### src/rtl/xfer_fsm_param_if.sv
// Bundles the sequencer's control, source-read and destination-write signals.
// master: the sequencer; slave: the host/memories side.
interface xfer_fsm_param_if #(
  parameter int SRC_AW = 16,
  parameter int DST_AW = 8,
  parameter int DST_DW = 8,
  parameter int SRC_DW = 16,
  parameter int LEN_W  = 8
);
  logic              enable;
  logic              start;
  logic              mode;
  logic [SRC_AW-1:0] src_base;
  logic [DST_AW-1:0] dst_base;
  logic [LEN_W-1:0]  xfer_len;
  logic [SRC_AW-1:0] src_addr;
  logic              src_rd;
  logic [SRC_DW-1:0] src_rdata;
  logic [DST_AW-1:0] dst_addr;
  logic [DST_DW-1:0] dst_wdata;
  logic              dst_we;
  logic              busy;
  logic              done;
  logic              abort;
  logic [LEN_W-1:0]  words_done;
  logic [2:0]        st_fsm_o;

  modport master (
    input  enable, start, mode, src_base, dst_base, xfer_len, src_rdata,
    output src_addr, src_rd, dst_addr, dst_wdata, dst_we,
           busy, done, abort, words_done, st_fsm_o
  );

  modport slave (
    output enable, start, mode, src_base, dst_base, xfer_len, src_rdata,
    input  src_addr, src_rd, dst_addr, dst_wdata, dst_we,
           busy, done, abort, words_done, st_fsm_o
  );
endinterface

### src/rtl/xfer_fsm_param.sv
// Word-copy sequencer: read one source word, capture it, write it to the destination (3 cycles/word).
// SPLIT mode takes {addr,data} from the word; LINEAR mode writes its low half at an incrementing address.
module xfer_fsm_param #(
  parameter int SRC_AW = 16,
  parameter int DST_AW = 8,
  parameter int DST_DW = 8,
  parameter int SRC_DW = 16,
  parameter int LEN_W  = 8
) (
  input logic             clk,
  input logic             rst,
  xfer_fsm_param_if.master bus
);

  generate
    if (SRC_DW != DST_AW + DST_DW) begin : g_bad_width
      $error("xfer_fsm_param: SRC_DW must equal DST_AW + DST_DW");
    end
  endgenerate

  typedef enum logic [2:0] {
    IDLE  = 3'd0,
    READ  = 3'd1,
    CAPT  = 3'd2,
    WRITE = 3'd3,
    DONE  = 3'd4
  } state_t;

  state_t            state_q, state_d;
  logic              mode_q, mode_d;
  logic [SRC_AW-1:0] src_base_q, src_base_d;
  logic [DST_AW-1:0] dst_base_q, dst_base_d;
  logic [LEN_W-1:0]  len_q, len_d;
  logic [LEN_W-1:0]  wd_q, wd_d, wd_inc;
  logic [SRC_AW-1:0] src_addr_q, src_addr_d;
  logic [DST_AW-1:0] dst_addr_q, dst_addr_d;
  logic [DST_DW-1:0] dst_wdata_q, dst_wdata_d;
  logic              src_rd_q, src_rd_d;
  logic              dst_we_q, dst_we_d;
  logic              busy_q, busy_d;
  logic              done_q, done_d;
  logic              abort_q, abort_d;

  assign wd_inc = wd_q + LEN_W'(1);

  always_ff @(posedge clk) begin
    if (rst) state_q <= IDLE;
    else     state_q <= state_d;
  end

  always_comb begin
    state_d     = state_q;
    mode_d      = mode_q;
    src_base_d  = src_base_q;
    dst_base_d  = dst_base_q;
    len_d       = len_q;
    wd_d        = wd_q;
    src_addr_d  = src_addr_q;
    dst_addr_d  = dst_addr_q;
    dst_wdata_d = dst_wdata_q;
    src_rd_d    = 1'b0;
    dst_we_d    = 1'b0;
    busy_d      = 1'b0;
    done_d      = 1'b0;
    abort_d     = 1'b0;

    // Outputs are computed for the state being entered, so they line up with it once registered.
    case (state_q)
      IDLE: begin
        if (bus.enable && bus.start) begin
          mode_d     = bus.mode;
          src_base_d = bus.src_base;
          dst_base_d = bus.dst_base;
          len_d      = bus.xfer_len;
          wd_d       = '0;
          if (bus.xfer_len == '0) begin
            state_d = DONE;
            done_d  = 1'b1;
          end else begin
            state_d    = READ;
            src_rd_d   = 1'b1;
            busy_d     = 1'b1;
            src_addr_d = bus.src_base;
          end
        end
      end
      READ: begin
        if (!bus.enable) begin
          state_d = IDLE;
          abort_d = 1'b1;
        end else begin
          state_d = CAPT;
          busy_d  = 1'b1;
        end
      end
      CAPT: begin
        if (!bus.enable) begin
          state_d = IDLE;
          abort_d = 1'b1;
        end else begin
          state_d     = WRITE;
          busy_d      = 1'b1;
          dst_we_d    = 1'b1;
          dst_wdata_d = bus.src_rdata[DST_DW-1:0];
          dst_addr_d  = mode_q ? dst_base_q + DST_AW'(wd_q)
                               : bus.src_rdata[SRC_DW-1:DST_DW];
        end
      end
      WRITE: begin
        // The write strobed this cycle lands even if the transfer is aborted here.
        wd_d = wd_inc;
        if (!bus.enable) begin
          state_d = IDLE;
          abort_d = 1'b1;
        end else if (wd_inc == len_q) begin
          state_d = DONE;
          done_d  = 1'b1;
        end else begin
          state_d    = READ;
          src_rd_d   = 1'b1;
          busy_d     = 1'b1;
          src_addr_d = src_base_q + SRC_AW'(wd_inc);
        end
      end
      DONE:    state_d = IDLE;
      default: state_d = IDLE;
    endcase
  end

  always_ff @(posedge clk) begin
    if (rst) begin
      mode_q      <= 1'b0;
      src_base_q  <= '0;
      dst_base_q  <= '0;
      len_q       <= '0;
      wd_q        <= '0;
      src_addr_q  <= '0;
      dst_addr_q  <= '0;
      dst_wdata_q <= '0;
      src_rd_q    <= 1'b0;
      dst_we_q    <= 1'b0;
      busy_q      <= 1'b0;
      done_q      <= 1'b0;
      abort_q     <= 1'b0;
    end else begin
      mode_q      <= mode_d;
      src_base_q  <= src_base_d;
      dst_base_q  <= dst_base_d;
      len_q       <= len_d;
      wd_q        <= wd_d;
      src_addr_q  <= src_addr_d;
      dst_addr_q  <= dst_addr_d;
      dst_wdata_q <= dst_wdata_d;
      src_rd_q    <= src_rd_d;
      dst_we_q    <= dst_we_d;
      busy_q      <= busy_d;
      done_q      <= done_d;
      abort_q     <= abort_d;
    end
  end

  assign bus.src_addr   = src_addr_q;
  assign bus.src_rd     = src_rd_q;
  assign bus.dst_addr   = dst_addr_q;
  assign bus.dst_wdata  = dst_wdata_q;
  assign bus.dst_we     = dst_we_q;
  assign bus.busy       = busy_q;
  assign bus.done       = done_q;
  assign bus.abort      = abort_q;
  assign bus.words_done = wd_q;
  assign bus.st_fsm_o   = state_q;

endmodule

### src/flat_wrapper.sv
// flat-port wrapper written by rule: the top's interface ports become plain ports
module xfer_fsm_param_flat 
#(
  parameter int SRC_AW = 16,
  parameter int DST_AW = 8,
  parameter int DST_DW = 8,
  parameter int SRC_DW = 16,
  parameter int LEN_W  = 8
)
  (clk, rst, bus_enable, bus_start, bus_mode, bus_src_base, bus_dst_base, bus_xfer_len, bus_src_rdata, bus_src_addr, bus_src_rd, bus_dst_addr, bus_dst_wdata, bus_dst_we, bus_busy, bus_done, bus_abort, bus_words_done, bus_st_fsm_o);
  xfer_fsm_param_if #(.SRC_AW(SRC_AW), .DST_AW(DST_AW), .DST_DW(DST_DW), .SRC_DW(SRC_DW), .LEN_W(LEN_W)) bus_i ();
  input logic clk;
  input logic rst;
  input wire logic [$bits(bus_i.enable)-1:0] bus_enable;
  input wire logic [$bits(bus_i.start)-1:0] bus_start;
  input wire logic [$bits(bus_i.mode)-1:0] bus_mode;
  input wire logic [$bits(bus_i.src_base)-1:0] bus_src_base;
  input wire logic [$bits(bus_i.dst_base)-1:0] bus_dst_base;
  input wire logic [$bits(bus_i.xfer_len)-1:0] bus_xfer_len;
  input wire logic [$bits(bus_i.src_rdata)-1:0] bus_src_rdata;
  output wire logic [$bits(bus_i.src_addr)-1:0] bus_src_addr;
  output wire logic [$bits(bus_i.src_rd)-1:0] bus_src_rd;
  output wire logic [$bits(bus_i.dst_addr)-1:0] bus_dst_addr;
  output wire logic [$bits(bus_i.dst_wdata)-1:0] bus_dst_wdata;
  output wire logic [$bits(bus_i.dst_we)-1:0] bus_dst_we;
  output wire logic [$bits(bus_i.busy)-1:0] bus_busy;
  output wire logic [$bits(bus_i.done)-1:0] bus_done;
  output wire logic [$bits(bus_i.abort)-1:0] bus_abort;
  output wire logic [$bits(bus_i.words_done)-1:0] bus_words_done;
  output wire logic [$bits(bus_i.st_fsm_o)-1:0] bus_st_fsm_o;
  assign bus_i.enable = bus_enable;
  assign bus_i.start = bus_start;
  assign bus_i.mode = bus_mode;
  assign bus_i.src_base = bus_src_base;
  assign bus_i.dst_base = bus_dst_base;
  assign bus_i.xfer_len = bus_xfer_len;
  assign bus_i.src_rdata = bus_src_rdata;
  assign bus_src_addr = bus_i.src_addr;
  assign bus_src_rd = bus_i.src_rd;
  assign bus_dst_addr = bus_i.dst_addr;
  assign bus_dst_wdata = bus_i.dst_wdata;
  assign bus_dst_we = bus_i.dst_we;
  assign bus_busy = bus_i.busy;
  assign bus_done = bus_i.done;
  assign bus_abort = bus_i.abort;
  assign bus_words_done = bus_i.words_done;
  assign bus_st_fsm_o = bus_i.st_fsm_o;
  xfer_fsm_param #(.SRC_AW(SRC_AW), .DST_AW(DST_AW), .DST_DW(DST_DW), .SRC_DW(SRC_DW), .LEN_W(LEN_W)) u_core (.clk(clk), .rst(rst), .bus(bus_i));
endmodule
### config.mk
export PLATFORM = sky130hd
export DESIGN_NAME = xfer_fsm_param_flat
export DESIGN_NICKNAME = d
export VERILOG_FILES = /design/src/rtl/xfer_fsm_param_if.sv /design/src/rtl/xfer_fsm_param.sv /design/src/flat_wrapper.sv
export SDC_FILE = /design/constraint.sdc
export NUM_CORES = 1
export LEC_CHECK = 0
export ABC_AREA = 1
export CAP_MARGIN = 5
export CORE_MARGIN = 10
export CORE_UTILIZATION = 35
export DETAILED_ROUTE_END_ITERATION = 12
export GPL_TIMING_DRIVEN = 0
export REMOVE_ABC_BUFFERS = 1
export SLEW_MARGIN = 10
export SYNTH_ARGS = -nofsm -noshare
export SYNTH_HDL_FRONTEND = slang
export SYNTH_SLANG_ARGS = --single-unit
### constraint.sdc
create_clock -name clk -period 5.1 [get_ports clk]
set_input_delay 1.02 -clock clk [delete_from_list [all_inputs] [get_ports clk]]
set_output_delay 1.02 -clock clk [all_outputs]
set_load 0.005 [all_outputs]
=== Word-level counts from Yosys, hierarchy flattened ===
Cells that the tools add are included.

* $add $sub $neg: 3
* Equality and inequality tests: 8
* Muxes and demuxes: 28
* Bitwise logic cells: 2
* Reductions and logical operators: 12

{| class="wikitable"
|+ Operator list
! operator !! count
|-
| $mux 16 || 4
|-
| $pmux 16 s2 || 1
|-
| $add 16x8->16 || 1
|-
| $mux 8 || 2
|-
| $pmux 8 s2 || 1
|-
| $mux 3 || 4
|-
| $pmux 3 s4 || 1
|-
| $mux 1 || 10
|-
| $add 8x1->8 const B || 1
|-
| $add 8x8->8 || 1
|-
| $eq 8x8->1 || 1
|-
| $logic_not 8->1 || 1
|-
| $eq 3x2->1 const B || 2
|-
| $ne 2x2->1 const B || 3
|-
| $reduce_and 2->1 || 3
|-
| $reduce_or 2->1 || 3
|-
| $reduce_and 5->1 || 1
|-
| $mux 2 || 2
|-
| $pmux 1 s2 || 2
|-
| $eq 3x1->1 const B || 1
|-
| $logic_not 3->1 || 1
|-
| $pmux 1 s3 || 1
|-
| $reduce_or 3->1 || 1
|-
| $ne 2x1->1 const B || 1
|-
| other kinds (3) || 4
|}

* Bits in registers: 81
* Bits of input ports: 53
* Output and inout bits: 48
* Word-level logic and storage cells: 67

=== Logic depth before layout (Yosys ltp) ===
Gate-level depths: netlist (run 1).

* Word-level depth: 5
* Mapped depth: 19
* Gate-level depth less buffers: 19

=== Worst setup path before layout (run 1) ===
Ideal clock, no wire load.

* Path type: flip-flop to flip-flop
* Start point: register u_core.wd_q[0] (netlist: u_core.bus.words_done[0])
* End point: register u_core.src_addr_q[11] (netlist: u_core.bus.src_addr[11])
* Library setup time: 113 ps
* Arrival time: 2253 ps
* Required time: 4987 ps
* Setup slack: 2735 ps
* Cell stages (with the launch flop): 20
* Buffers on the path: 0
* Period minus slack after synthesis: 2365 ps
* Cells stage by stage: dfxtp_1 > ha_1 > nand2_2 > nor2_2 > nand2_1 > nand2_1 > nand2_1 > ha_1 > nand2_1 > inv_1 > a21oi_1 > nand2_1 > inv_1 > nor2_1 > nor2_1 > nand2_1 > nand3_1 > nand2_1 > nor2_1 > nor2_1

* Word-level cells in the longest chain between the ends: 5
* Elaborated cells on any way between the ends: 8
* Those cells by class: 2 x add/sub; 2 x eq/ne; 3 x mux; 1 x reduce/logical

{| class="wikitable"
|+ Ends and longest elaborated chain
! what !! RTL line !! RTL
|-
| start, declared || xfer_fsm_param.sv:34 || <nowiki>logic [LEN_W-1:0] wd_q, wd_d, wd_inc;</nowiki>
|-
| start signal, assigned || xfer_fsm_param.sv:150 || <nowiki>wd_q <= wd_d;</nowiki>
|-
| $add 8x1->8 * || xfer_fsm_param.sv:44 || <nowiki>assign wd_inc = wd_q + LEN_W'(1);</nowiki>
|-
| $add 16x8->16 || xfer_fsm_param.sv:122 || <nowiki>src_addr_d = src_base_q + SRC_AW'(wd_inc);</nowiki>
|-
| $mux 16 || xfer_fsm_param.sv:115 || <nowiki>end else if (wd_inc == len_q) begin</nowiki>
|-
| $mux 16 || xfer_fsm_param.sv:112 || <nowiki>if (!bus.enable) begin</nowiki>
|-
| $pmux 16 s2 || xfer_fsm_param.sv:68 || <nowiki>case (state_q)</nowiki>
|-
| end signal, assigned || xfer_fsm_param.sv:151 || <nowiki>src_addr_q <= src_addr_d;</nowiki>
|-
| end, declared || xfer_fsm_param.sv:35 || <nowiki>logic [SRC_AW-1:0] src_addr_q, src_addr_d;</nowiki>
|}

Every way passes the cells marked *; elsewhere a longest branch is shown, timed or not. The select of a mux whose other input is x is not followed.
A chain may end at the register's enable or synchronous reset.

=== Final worst setup path (run 1) ===
* Start point: input port bus_enable
* End point: register u_core.dst_addr_q[6] (netlist: u_core.bus.dst_addr[6])

* Word-level cells in the longest chain between the ends: 1

{| class="wikitable"
|+ Ends and longest elaborated chain
! what !! RTL line !! RTL
|-
| start, declared || flat_wrapper.sv:14 || <nowiki>input wire logic [$bits(bus_i.enable)-1:0] bus_enable;</nowiki>
|-
| $reduce_and 2->1 (no line) || n/a ||
|-
| end signal, assigned || xfer_fsm_param.sv:152 || <nowiki>dst_addr_q <= dst_addr_d;</nowiki>
|-
| end, declared || xfer_fsm_param.sv:36 || <nowiki>logic [DST_AW-1:0] dst_addr_q, dst_addr_d;</nowiki>
|}

Every way passes these cells.

==> results of run 1 <==
-- path summary, 6_finish.rpt --
kind / end / slack (ps) / cells past startpoint
max: u_core.bus.dst_addr[6] / 1790 / 7
min: u_core.bus.dst_addr[5] / 470 / 2
max reg2reg: u_core.bus.src_addr[0] / 2210 / 7
min reg2reg: u_core.bus.dst_addr[5] / 470 / 2
-- state kept, by name (all words and copies together) (netlist names) --
name                   cells
u_core.bus.abort           1
u_core.bus.busy            1
u_core.bus.done            1
u_core.bus.dst_addr        8
u_core.bus.dst_wdata       8
u_core.bus.dst_we          1
u_core.bus.src_addr       16
u_core.bus.src_rd          1
u_core.bus.st_fsm_o        3
u_core.bus.words_done      8
u_core.dst_base_q          8
u_core.len_q               8
u_core.mode_q              1
u_core.src_base_q         16
-- layout make-up --
| cell class | instances | area [um^2] | share of cell area (%) |
|---|---|---|---|
| Multi-Input combinational cell | 507 | 2467 | 42.12 |
| Sequential cell | 81 | 1622 | 27.68 |
| Timing Repair Buffer | 101 | 1012 | 17.28 |
| Inverter | 71 | 267.8 | 4.571 |
| Clock buffer | 11 | 242.7 | 4.144 |
| Tap cell | 172 | 215.2 | 3.674 |
| Clock inverter | 5 | 31.28 | 0.5340 |
-- worst max-delay path, cell delays in order --
cell and delay [ps]:
clkdlybuf4s50_1 560, inv_1 90, nor2_1 710, clkinv_1 720, nor2_1 220, o21ai_0 110, a21oi_1 130
-- placed cells by master (no fill, tap or decap), types with 4 or more instances in the layout --
master           synthesis  routed
nand3_1                 43      43
nor2_1                 121     120
clkbuf_16                0       9
nand2_1                174     174
clkinv_2                 0       4
ha_1                    17      17
a21oi_1                 51      51
nand2_2                  8       8
dfxtp_1                 81      81
xor2_1                   6       6
o21ai_0                 60      60
clkdlybuf4s50_1          0     100
inv_1                   66      65
-- cells by family after synthesis --
kind of cell / count (synthesis) / share of synthesized area [%]
AOI/OAI and AO/OA: 116 / 13.25
xor gates and xnor gates: 9 / 1.765
adders and majority gates: 19 / 5.658
buffers and inverters: 96 / 8.515
DFF: 81 / 36.30
muxes: 2 / 0.4482
and+or+nand+nor: 361 / 34.06
-- Yosys cell counts (all sizes together) --
| library cell | n |
|---|---|
| dfxtp | 81 |
| o21ai | 60 |
| a21oi | 51 |
| nor2 | 126 |
| ha | 17 |
| nand3b | 1 |
| inv | 68 |
| a21o | 2 |
| nand4 | 4 |
| buf | 7 |
| clkbuf | 18 |
| mux2i | 2 |
| o211ai | 1 |
| xor2 | 6 |
| o21bai | 1 |
| nand2 | 183 |
| fa | 2 |
| clkinv | 3 |
| xnor2 | 3 |
| a31oi | 1 |
| nand3 | 45 |
| nor3 | 2 |
-- through the flow --
| step | hold WS, ps | cells |
|---|---|---|
| 4_1_cts | 473.9 | 948 |
| 3_5_place_dp | 464.4 | 932 |
| 5_1_grt | 499.4 | 948 |
| 3_3_place_gp | 458.9 | 931 |
| 6_report | 470.9 | 948 |
| 2_1_floorplan | 446.4 | 659 |
-- routing by layer --
layer  up-vias  share of wire, %
met2       110                46
met3        18               9.3
li1       2341                 -
met4         0               1.5
met1      2039                43
met5         -                 0
-- power by group --
group | leakage, nW | switching, mW | internal [mW]
registers | 0.662 | 0.0237 | 0.672
logic | 1.90 | 0.122 | 0.116
clock network | 0.135 | 0.274 | 0.342
==> results_dict.tcl, run 1 <==
set metrics [dict create \
    worstPathArrival_ps 3570 \
    routedWlPerCell_um 13.73 \
    max_cap_viol_count 0 \
    period_share_pct 64.90 \
    dieArea_um2 17680 \
    setup_viol 0 \
    dp_hpwl_um 9507 \
    cts_setup_buffers 0 \
    outcome "finished, final reports clean" \
    syn-instance-count 684 \
    final-hold-violation-count 0 \
    area_growth_pct 31.15 \
    critPathLaunch "bus_enable" \
    finalCriticalPeriod_ps 3310 \
    rows 41 \
    hold_buffers 0 \
    path_class "in2reg" \
    grt_overflow 0 \
    yosysUniqueCellTypes 32 \
    synth.area.top_cells "dfxtp_1, nand2_1, nor2_1" \
    postSynthAreaPerCell_um2 6.530 \
    clockRootBuffer "clkbuf_16" \
    grt_pass1_vias 4557 \
    synth_area_um2 4467 \
    worst_setup_path_end_kind "register" \
    synth_seq_cells 81 \
    port_buffers 100 \
    pre_cts_ws_ps 1331 \
    p_per_area_nw_per_um2 264.4 \
    initial_core_util_pct 35.54 \
    use_met1_pct 16.38 \
    grt_pass1_wl_um 21810 \
    num_antenna_cells 0 \
    yosys_warnings 0 \
    drtIter0Drc 188 \
    fp.coreArea_um2 12570 \
    utilization_pct 46.61 \
    routed_wl_um 13020 \
    cp.required_ps 5360 \
    cts_made_buffers 9 \
    start_kind "input pin" \
    h-tree-depth 3 \
    clock_latency_ps 350 \
    first_pass_iters 4 \
    synth.largest_area_cell "dfxtp_1" \
    grt-busiest-layer "met2" \
    path_clk_slew_ps 60 \
    via_count 4508 \
    seq_area_frac_synth_pct 36.30 \
    clk_path_buf_depth 2 \
    p_leak_nw 2.702 \
    antenna_found_initial 0 \
    cp_max_fo 19 \
    die_w_um 133.0 \
    cts_tree "built" \
    clock_skew_ps 7.652 \
    slew_headroom_pct 36.17 \
    ant_nets 0 \
    layout.nets 843 \
    track_usage_pct 14.90 \
    r2r-start "u_core.bus.st_fsm_o[0]" \
    drc 0 \
    numClockSinks 81 \
    place_area_um2 5584 \
    rsz0062_at_grt "false" \
    timing.final.ws_setup_ps 1790 \
    peakVddDrop_uv 129.7 \
    maxSlewViolCount 0 \
    max_clock_freq_mhz 302.1 \
    synth_top_area_share_pct 36.30 \
    drive_above_1_share_pct 4.897 \
    hold_path.class "reg2reg" \
    fillers 1333 \
    p_total_mw 1.549 \
    min_from "u_core.bus.dst_addr[5]" \
    grt_max_degree 65 \
    io_pins 101 \
    fin_area_um2 5858 \
    fin_tns_setup_ps 0 \
    avgViaCountPerCell 4.755 \
    worst_pin_slew_ps 954.7 \
    place.gp.congestion 0.8610 \
    use_met3_pct 6.548 \
    cts_resized 0 \
    die_h_um 133.0 \
    grtUsageMet2_pct 25.15 \
]
(Power assumes the default switching activity.)
==> run 2: changes to the inputs <==
clock period = 3.3 ns   (was 5.1 ns; I/O delays follow)
==> results of run 2 <==
The final DEF is identical to that of run 1. Status: finished, final reports clean.
Among the figures that moved: setup slack after placement 1331 ps -> -108.5 ps; setup slack after layout 1790 ps -> 350.0 ps; register-to-register setup slack 2210 ps -> 410 ps; total power 1.549 mW -> 2.394 mW; worst IR drop on VDD 129.7 uV -> 200.4 uV
